<file path="src/rtl/mips32_prog_loader_if.sv">
`default_nettype none
// ============================================================================
// Module   : mips32_prog_loader_if
// Brief    : Byte-stream input and instruction-memory write bus of the loader.
// Revision : 1.0
// ============================================================================
interface mips32_prog_loader_if #(
    parameter int ADDR_W = 10
);
    logic              in_valid;
    logic [7:0]        in_data;
    logic              in_ready;
    logic              mem_we;
    logic [ADDR_W-1:0] mem_addr;
    logic [31:0]       mem_wdata;

    // master: byte source plus instruction memory; slave: the loader itself
    modport master (
        output in_valid,
        output in_data,
        input  in_ready,
        input  mem_we,
        input  mem_addr,
        input  mem_wdata
    );

    modport slave (
        input  in_valid,
        input  in_data,
        output in_ready,
        output mem_we,
        output mem_addr,
        output mem_wdata
    );
endinterface
`default_nettype wire

</file>
<file path="src/rtl/mips32_prog_loader.sv">
`default_nettype none
// ============================================================================
// Module   : mips32_prog_loader
// Brief    : Loads a counted big-endian word stream into instruction memory,
//            then releases the CPU with a single start pulse.
// Revision : 1.0
// ============================================================================
module mips32_prog_loader #(
    parameter int ADDR_W    = 10,
    parameter int BASE_ADDR = 0
) (
    input  wire                  clk1,
    input  wire                  rst_n,
    mips32_prog_loader_if.slave  bus,
    output logic                 cpu_halt,
    output logic                 cpu_start,
    output logic                 load_err
);

    typedef enum logic [2:0] {
        HDR0  = 3'd0,
        HDR1  = 3'd1,
        DATA  = 3'd2,
        WRITE = 3'd3,
        DONE  = 3'd4,
        ERR   = 3'd5
    } state_t;

    localparam int                c_cap  = (1 << ADDR_W) - BASE_ADDR;
    localparam logic [ADDR_W-1:0] c_base = ADDR_W'(BASE_ADDR);

    state_t            r_state;
    state_t            w_next;
    logic              r_active;
    logic              r_started;
    logic [7:0]        r_n_msb;
    logic [15:0]       r_n;
    logic [ADDR_W:0]   r_count;
    logic [1:0]        r_byte_idx;
    logic [23:0]       r_asm;
    logic [ADDR_W-1:0] r_addr;
    logic [31:0]       r_wdata;

    logic              w_xfer;
    logic [15:0]       w_n_full;
    logic              w_n_bad;
    logic [ADDR_W:0]   w_count_inc;
    logic              w_more;

    assign w_xfer      = bus.in_valid && bus.in_ready;
    assign w_n_full    = {r_n_msb, bus.in_data};
    assign w_n_bad     = (w_n_full == 16'd0) || (32'(w_n_full) > 32'(c_cap));
    assign w_count_inc = r_count + 1'b1;
    assign w_more      = 32'(w_count_inc) < 32'(r_n);

    assign bus.mem_addr  = r_addr;
    assign bus.mem_wdata = r_wdata;

    always_comb begin
        w_next        = r_state;
        bus.in_ready  = 1'b0;
        bus.mem_we    = 1'b0;
        cpu_halt      = 1'b1;
        cpu_start     = 1'b0;
        load_err      = 1'b0;
        case (r_state)
            HDR0: begin
                bus.in_ready = r_active;
                if (w_xfer) w_next = HDR1;
            end
            HDR1: begin
                bus.in_ready = r_active;
                if (w_xfer) w_next = w_n_bad ? ERR : DATA;
            end
            DATA: begin
                bus.in_ready = r_active;
                if (w_xfer && r_byte_idx == 2'd3) w_next = WRITE;
            end
            WRITE: begin
                bus.mem_we = 1'b1;
                w_next     = w_more ? DATA : DONE;
            end
            DONE: begin
                cpu_halt  = 1'b0;
                cpu_start = !r_started;
            end
            ERR: begin
                load_err = 1'b1;
            end
            default: w_next = HDR0;
        endcase
    end

    always_ff @(posedge clk1) begin
        if (!rst_n) begin
            r_state    <= HDR0;
            r_active   <= 1'b0;
            r_started  <= 1'b0;
            r_n_msb    <= 8'd0;
            r_n        <= 16'd0;
            r_count    <= '0;
            r_byte_idx <= 2'd0;
            r_asm      <= 24'd0;
            r_addr     <= c_base;
            r_wdata    <= 32'd0;
        end else begin
            r_state  <= w_next;
            r_active <= 1'b1;
            if (r_state == DONE) r_started <= 1'b1;
            if (w_xfer) begin
                case (r_state)
                    HDR0: r_n_msb <= bus.in_data;
                    HDR1: begin
                        r_n        <= w_n_full;
                        r_count    <= '0;
                        r_byte_idx <= 2'd0;
                    end
                    DATA: begin
                        r_byte_idx <= r_byte_idx + 1'b1;
                        r_asm      <= {r_asm[15:0], bus.in_data};
                        // last byte goes straight to the write register so the word is out next cycle
                        if (r_byte_idx == 2'd3) begin
                            r_wdata <= {r_asm, bus.in_data};
                            r_addr  <= c_base + r_count[ADDR_W-1:0];
                        end
                    end
                    default: ;
                endcase
            end
            if (r_state == WRITE) r_count <= w_count_inc;
        end
    end

endmodule
`default_nettype wire

</file>
<file path="src/flat_wrapper.sv">
// flat-port wrapper written by rule: the top's interface ports become plain ports
module mips32_prog_loader_flat 
#(
    parameter int ADDR_W    = 10,
    parameter int BASE_ADDR = 0
)
  (clk1, rst_n, cpu_halt, cpu_start, load_err, bus_in_valid, bus_in_data, bus_in_ready, bus_mem_we, bus_mem_addr, bus_mem_wdata);
  mips32_prog_loader_if #(.ADDR_W(ADDR_W)) bus_i ();
  input  wire clk1;
  input  wire rst_n;
  output logic cpu_halt;
  output logic cpu_start;
  output logic load_err;
  input wire logic [$bits(bus_i.in_valid)-1:0] bus_in_valid;
  input wire logic [$bits(bus_i.in_data)-1:0] bus_in_data;
  output wire logic [$bits(bus_i.in_ready)-1:0] bus_in_ready;
  output wire logic [$bits(bus_i.mem_we)-1:0] bus_mem_we;
  output wire logic [$bits(bus_i.mem_addr)-1:0] bus_mem_addr;
  output wire logic [$bits(bus_i.mem_wdata)-1:0] bus_mem_wdata;
  assign bus_i.in_valid = bus_in_valid;
  assign bus_i.in_data = bus_in_data;
  assign bus_in_ready = bus_i.in_ready;
  assign bus_mem_we = bus_i.mem_we;
  assign bus_mem_addr = bus_i.mem_addr;
  assign bus_mem_wdata = bus_i.mem_wdata;
  mips32_prog_loader #(.ADDR_W(ADDR_W), .BASE_ADDR(BASE_ADDR)) u_core (.clk1(clk1), .rst_n(rst_n), .bus(bus_i), .cpu_halt(cpu_halt), .cpu_start(cpu_start), .load_err(load_err));
endmodule
</file>
<file path="config.mk">
export PLATFORM = sky130hd
export DESIGN_NAME = mips32_prog_loader_flat
export DESIGN_NICKNAME = d
export VERILOG_FILES = /design/src/rtl/mips32_prog_loader_if.sv /design/src/rtl/mips32_prog_loader.sv /design/src/flat_wrapper.sv
export SDC_FILE = /design/constraint.sdc
export NUM_CORES = 1
export LEC_CHECK = 0
export CAP_MARGIN = 10
export CORE_MARGIN = 3
export CORE_UTILIZATION = 55
export DETAILED_ROUTE_END_ITERATION = 10
export GPL_TIMING_DRIVEN = 0
export PLACE_DENSITY_LB_ADDON = 0.3
export SLEW_MARGIN = 40
export SYNTH_ARGS = -nofsm -noshare
export SYNTH_HDL_FRONTEND = slang
export SYNTH_SLANG_ARGS = --single-unit
</file>
<file path="constraint.sdc">
create_clock -name clk1 -period 3.3 [get_ports clk1]
set_input_delay 0.66 -clock clk1 [delete_from_list [all_inputs] [get_ports clk1]]
set_output_delay 0.66 -clock clk1 [all_outputs]
set_load 0.05 [all_outputs]
</file>
==> metrics.json <==
{
  "root_buffer": "clkbuf_8",
  "layout.cells.non_filler": 750,
  "clk-insertion-delay-late_ns": 0.38,
  "clock-sinks": 108,
  "tightest_slew_ns": 0.620,
  "hold_viol": 0,
  "switchingPower_mw": 0.615,
  "cp.buffers_inverters": 3,
  "path_cells": "buf_2 > nor2b_1 > nand2_1 > inv_2 > clkdlybuf4s50_1",
  "yosys-top-cells-area": "dfxtp_1 (45%), nand2_1 (15%), a21boi_1 (8.0%), a21boi_0 (6.9%), ha_1 (3.1%)",
  "timing.hold.worst.class": "flop to flop",
  "first_iter_violations": 195,
  "final_antenna_net_count": 0,
  "vias_per_cell": 5.51,
  "maximum_number_of_pins_on_one_net_before_global_route_repair": 22,
  "post-route-min-period_ns": 3.08,
  "first_global_vias": 3955,
  "detailed_place_hpwl_mm": 8.13,
  "synthFlopType": "dfxtp_1",
  "drt_first_pass_iters": 5,
  "critical_path.max_stage_delay_ns": 0.83,
  "max_cap_violations": 0,
  "drive_above_1_share_pct": 6.20,
  "crit_path_top_delay_cell": "clkdlybuf4s50_1",
  "netlist_top_cells_count": "nand2_1 (188), dfxtp_1 (108), a21boi_1 (51)",
  "postSynthNetCount": 595,
  "synth_largest_type_area_fraction_pct": 45.2,
  "power.clock.fraction_pct": 37.5,
  "outcome": "finished clean",
  "cp.arrival_ns": 2.42,
  "share_seq_of_total_power_pct": 55.8,
  "io_buffer_count": 57,
  "routed_wl_mm": 11.3,
  "relSlewSlack_pct": 57.6,
  "netlist_area_um2": 4780,
  "row_count": 33,
  "multi_input_area_um2": 2360,
  "cts-resized-gates": 0,
  "num_antenna_cells": 0,
  "layout.area.seq_um2": 2160,
  "routed-via-count": 4129,
  "chipWidth_um": 99.2,
  "routedWlPerCell_um": 15.1,
  "max-vdd-ir-drop_mv": 0.208,
  "dieArea_um2": 9840,
  "number_of_storage_elements_in_the_synthesis_netlist": 108,
  "required_ns": 2.64,
  "wire_length_of_the_first_global_routing_pass_mm": 18.7,
  "grt-ovfl-total": 0,
  "maximum_buffer_depth_of_the_clock_tree": 2,
  "cts_hold_repair.buffers": 0,
  "grt_antenna_before_repair": 0,
  "finalSetupViolations": 0,
  "syn2layout_area_growth_pct": 19.4,
  "final_cycle_utilization_of_the_critical_path_pct": 93.3,
  "numPlacedInstances": 734,
  "floorplan.initialDensity_pct": 57.3,
  "setup_tns_ns": 0,
  "avgSynthCellArea_um2": 8.35,
  "ys_async_sr_fraction_pct": 0,
  "final_nets": 663,
  "clock_skew_ns": 0.0183,
  "synthMostInstantiatedCell": "nand2_1",
  "power_frac_comb_pct": 6.7,
  "worstSetupStartpointType": "flop",
  "h-tree-depth": 3,
  "synthDistinctLibCells": 52,
  "max_freq_ghz": 0.325,
  "fillers": 689,
  "postCtsSetupBuffers": 0,
  "synth-edff-count": 0,
  "cp-end-kind": "primary output",
  "place_congestion": 0.916,
  "p_leak_nw": 2.02,
  "slew_viol_final": 0,
  "floorplan.core_area_um2": 8340,
  "synthesis.instances": 572,
  "numCtsBuffers": 9,
  "worst_setup_hold_path_clk_slew_ns": 0.11,
  "power_density_nw_per_um2": 416,
  "internal_power_mw": 1.76,
  "worstPathMaxFanout": 9,
  "groute.usage.overall_pct": 23.4,
  "yosysWarningCount": 0,
  "synthDominantAreaCellType": "dfxtp_1",
  "route.detailed.drc": 0,
  "grt_setup_unrepaired": "false",
  "synth_seq_area_share_pct": 45.2,
  "ios": 58,
  "power.share.switching_pct": 25.9,
  "floorplan.die.height_um": 99.2,
  "worst_path_dominant_cell_family": "buffers and inverters",
  "cts_tree": "yes",
  "worst-setup-path-type": "flop to primary output"
}
==> final timing paths <==
check                                                           end  slack (ns)  depth (start not counted)                                start
worst max-delay path                                     bus_mem_we        0.22                          5       u_core.r_state[0]$_SDFFE_PN0P_
worst max register to register       u_core.r_state[1]$_SDFFE_PN0P_        0.52                         11       u_core.r_count[0]$_SDFFE_PN0P_
worst min-delay path            u_core.bus.mem_addr[5]$_SDFFE_PN0P_        0.46                          2  u_core.bus.mem_addr[5]$_SDFFE_PN0P_
worst min register to register  u_core.bus.mem_addr[5]$_SDFFE_PN0P_        0.46                          2  u_core.bus.mem_addr[5]$_SDFFE_PN0P_
==> metal layers <==
metal / up-vias / share of wire, % / global-route usage (%)
met5: - / 0 / 0
li1: 2048 / - / -
met3: 8 / 6.7 / 4.42
met4: 0 / 0.82 / 6.83
met2: 138 / 46 / 38.2
met1: 1935 / 47 / 31.8
==> kinds of logic (layout without fill, tap and decap cells) <==
family / Yosys count / after routing / synth area share, %
DFF: 108 / 108 / 45.2
xor gates and xnor gates: 10 / 10 / 1.83
muxes: 1 / 1 / 0.236
AOI/OAI and AO/OA: 135 / 135 / 21.1
buffers and inverters: 52 / 125 / 5.34
adders and majority gates: 12 / 12 / 3.14
and+or+nand+nor: 254 / 254 / 23.1
==> flip-flops by register name, indices dropped and copies added, names as in the netlist <==
name / cells
u_core.r_active: 1
u_core.r_count: 11
u_core.r_asm: 24
u_core.bus.mem_addr: 10
u_core.r_byte_idx: 2
u_core.r_n_msb: 8
u_core.r_state: 3
u_core.r_n: 16
u_core.r_started: 1
u_core.bus.mem_wdata: 32
==> stage by stage <==
| step | total power, mW | area, µm² | worst slack, ns | util, % | hold slack (ns) |
|---|---|---|---|---|---|
| detailed placement | 1.51 | 5480 | 0.561 | 65.7 | 0.443 |
| floorplan | 1.46 | 4780 | 0.787 | - | 0.430 |
| global placement | 1.51 | 5480 | 0.629 | 65.7 | 0.438 |
| finish | 2.37 | 5710 | 0.220 | 68.4 | 0.456 |
| global route | 2.44 | 5710 | 0.109 | 68.4 | 0.479 |
| CTS | 2.38 | 5710 | 0.243 | 68.4 | 0.459 |
==> worst min-delay path: cells and delay by family, from the launching register on <==
kind / cells / cell delay (ns)
compound gates: 1 / 0.05
flops: 1 / 0.32
simple gates: 1 / 0.05
==> power by group through the flow <==
stage               combinational (mW)  clock (mW)  sequential [mW]
finish                           0.158       0.890             1.33
global placement                 0.152           0             1.35
global route                     0.171       0.941             1.33
CTS                              0.157       0.897             1.32
detailed placement               0.156           0             1.35
floorplan                        0.104           0             1.35
==> placed cells by master, fill, tap and decap left out, drive strengths merged, types with 5 or more instances in the layout <==
master         count
nor2b              8
nand2            188
and2               6
clkdlybuf4s50     57
buf               15
o21a               5
dfxtp            108
ha                12
a21oi              5
clkbuf            30
o21ai              7
nand3             15
nor2              13
nor3               5
inv               19
xnor2              8
a21boi            95
==> final cells by class <==
| class | count | share of cell area, % |
|---|---|---|
| clock buffer | 9 | 2.17 |
| buffer | 36 | 3.42 |
| sequential | 108 | 37.9 |
| timing repair buffer | 57 | 10.0 |
| multi-input combinational | 412 | 41.4 |
| tap | 105 | 2.30 |
| clock inverter | 7 | 1.80 |
| inverter | 16 | 1.05 |
Note: power is estimated with default switching activity, not from simulation.
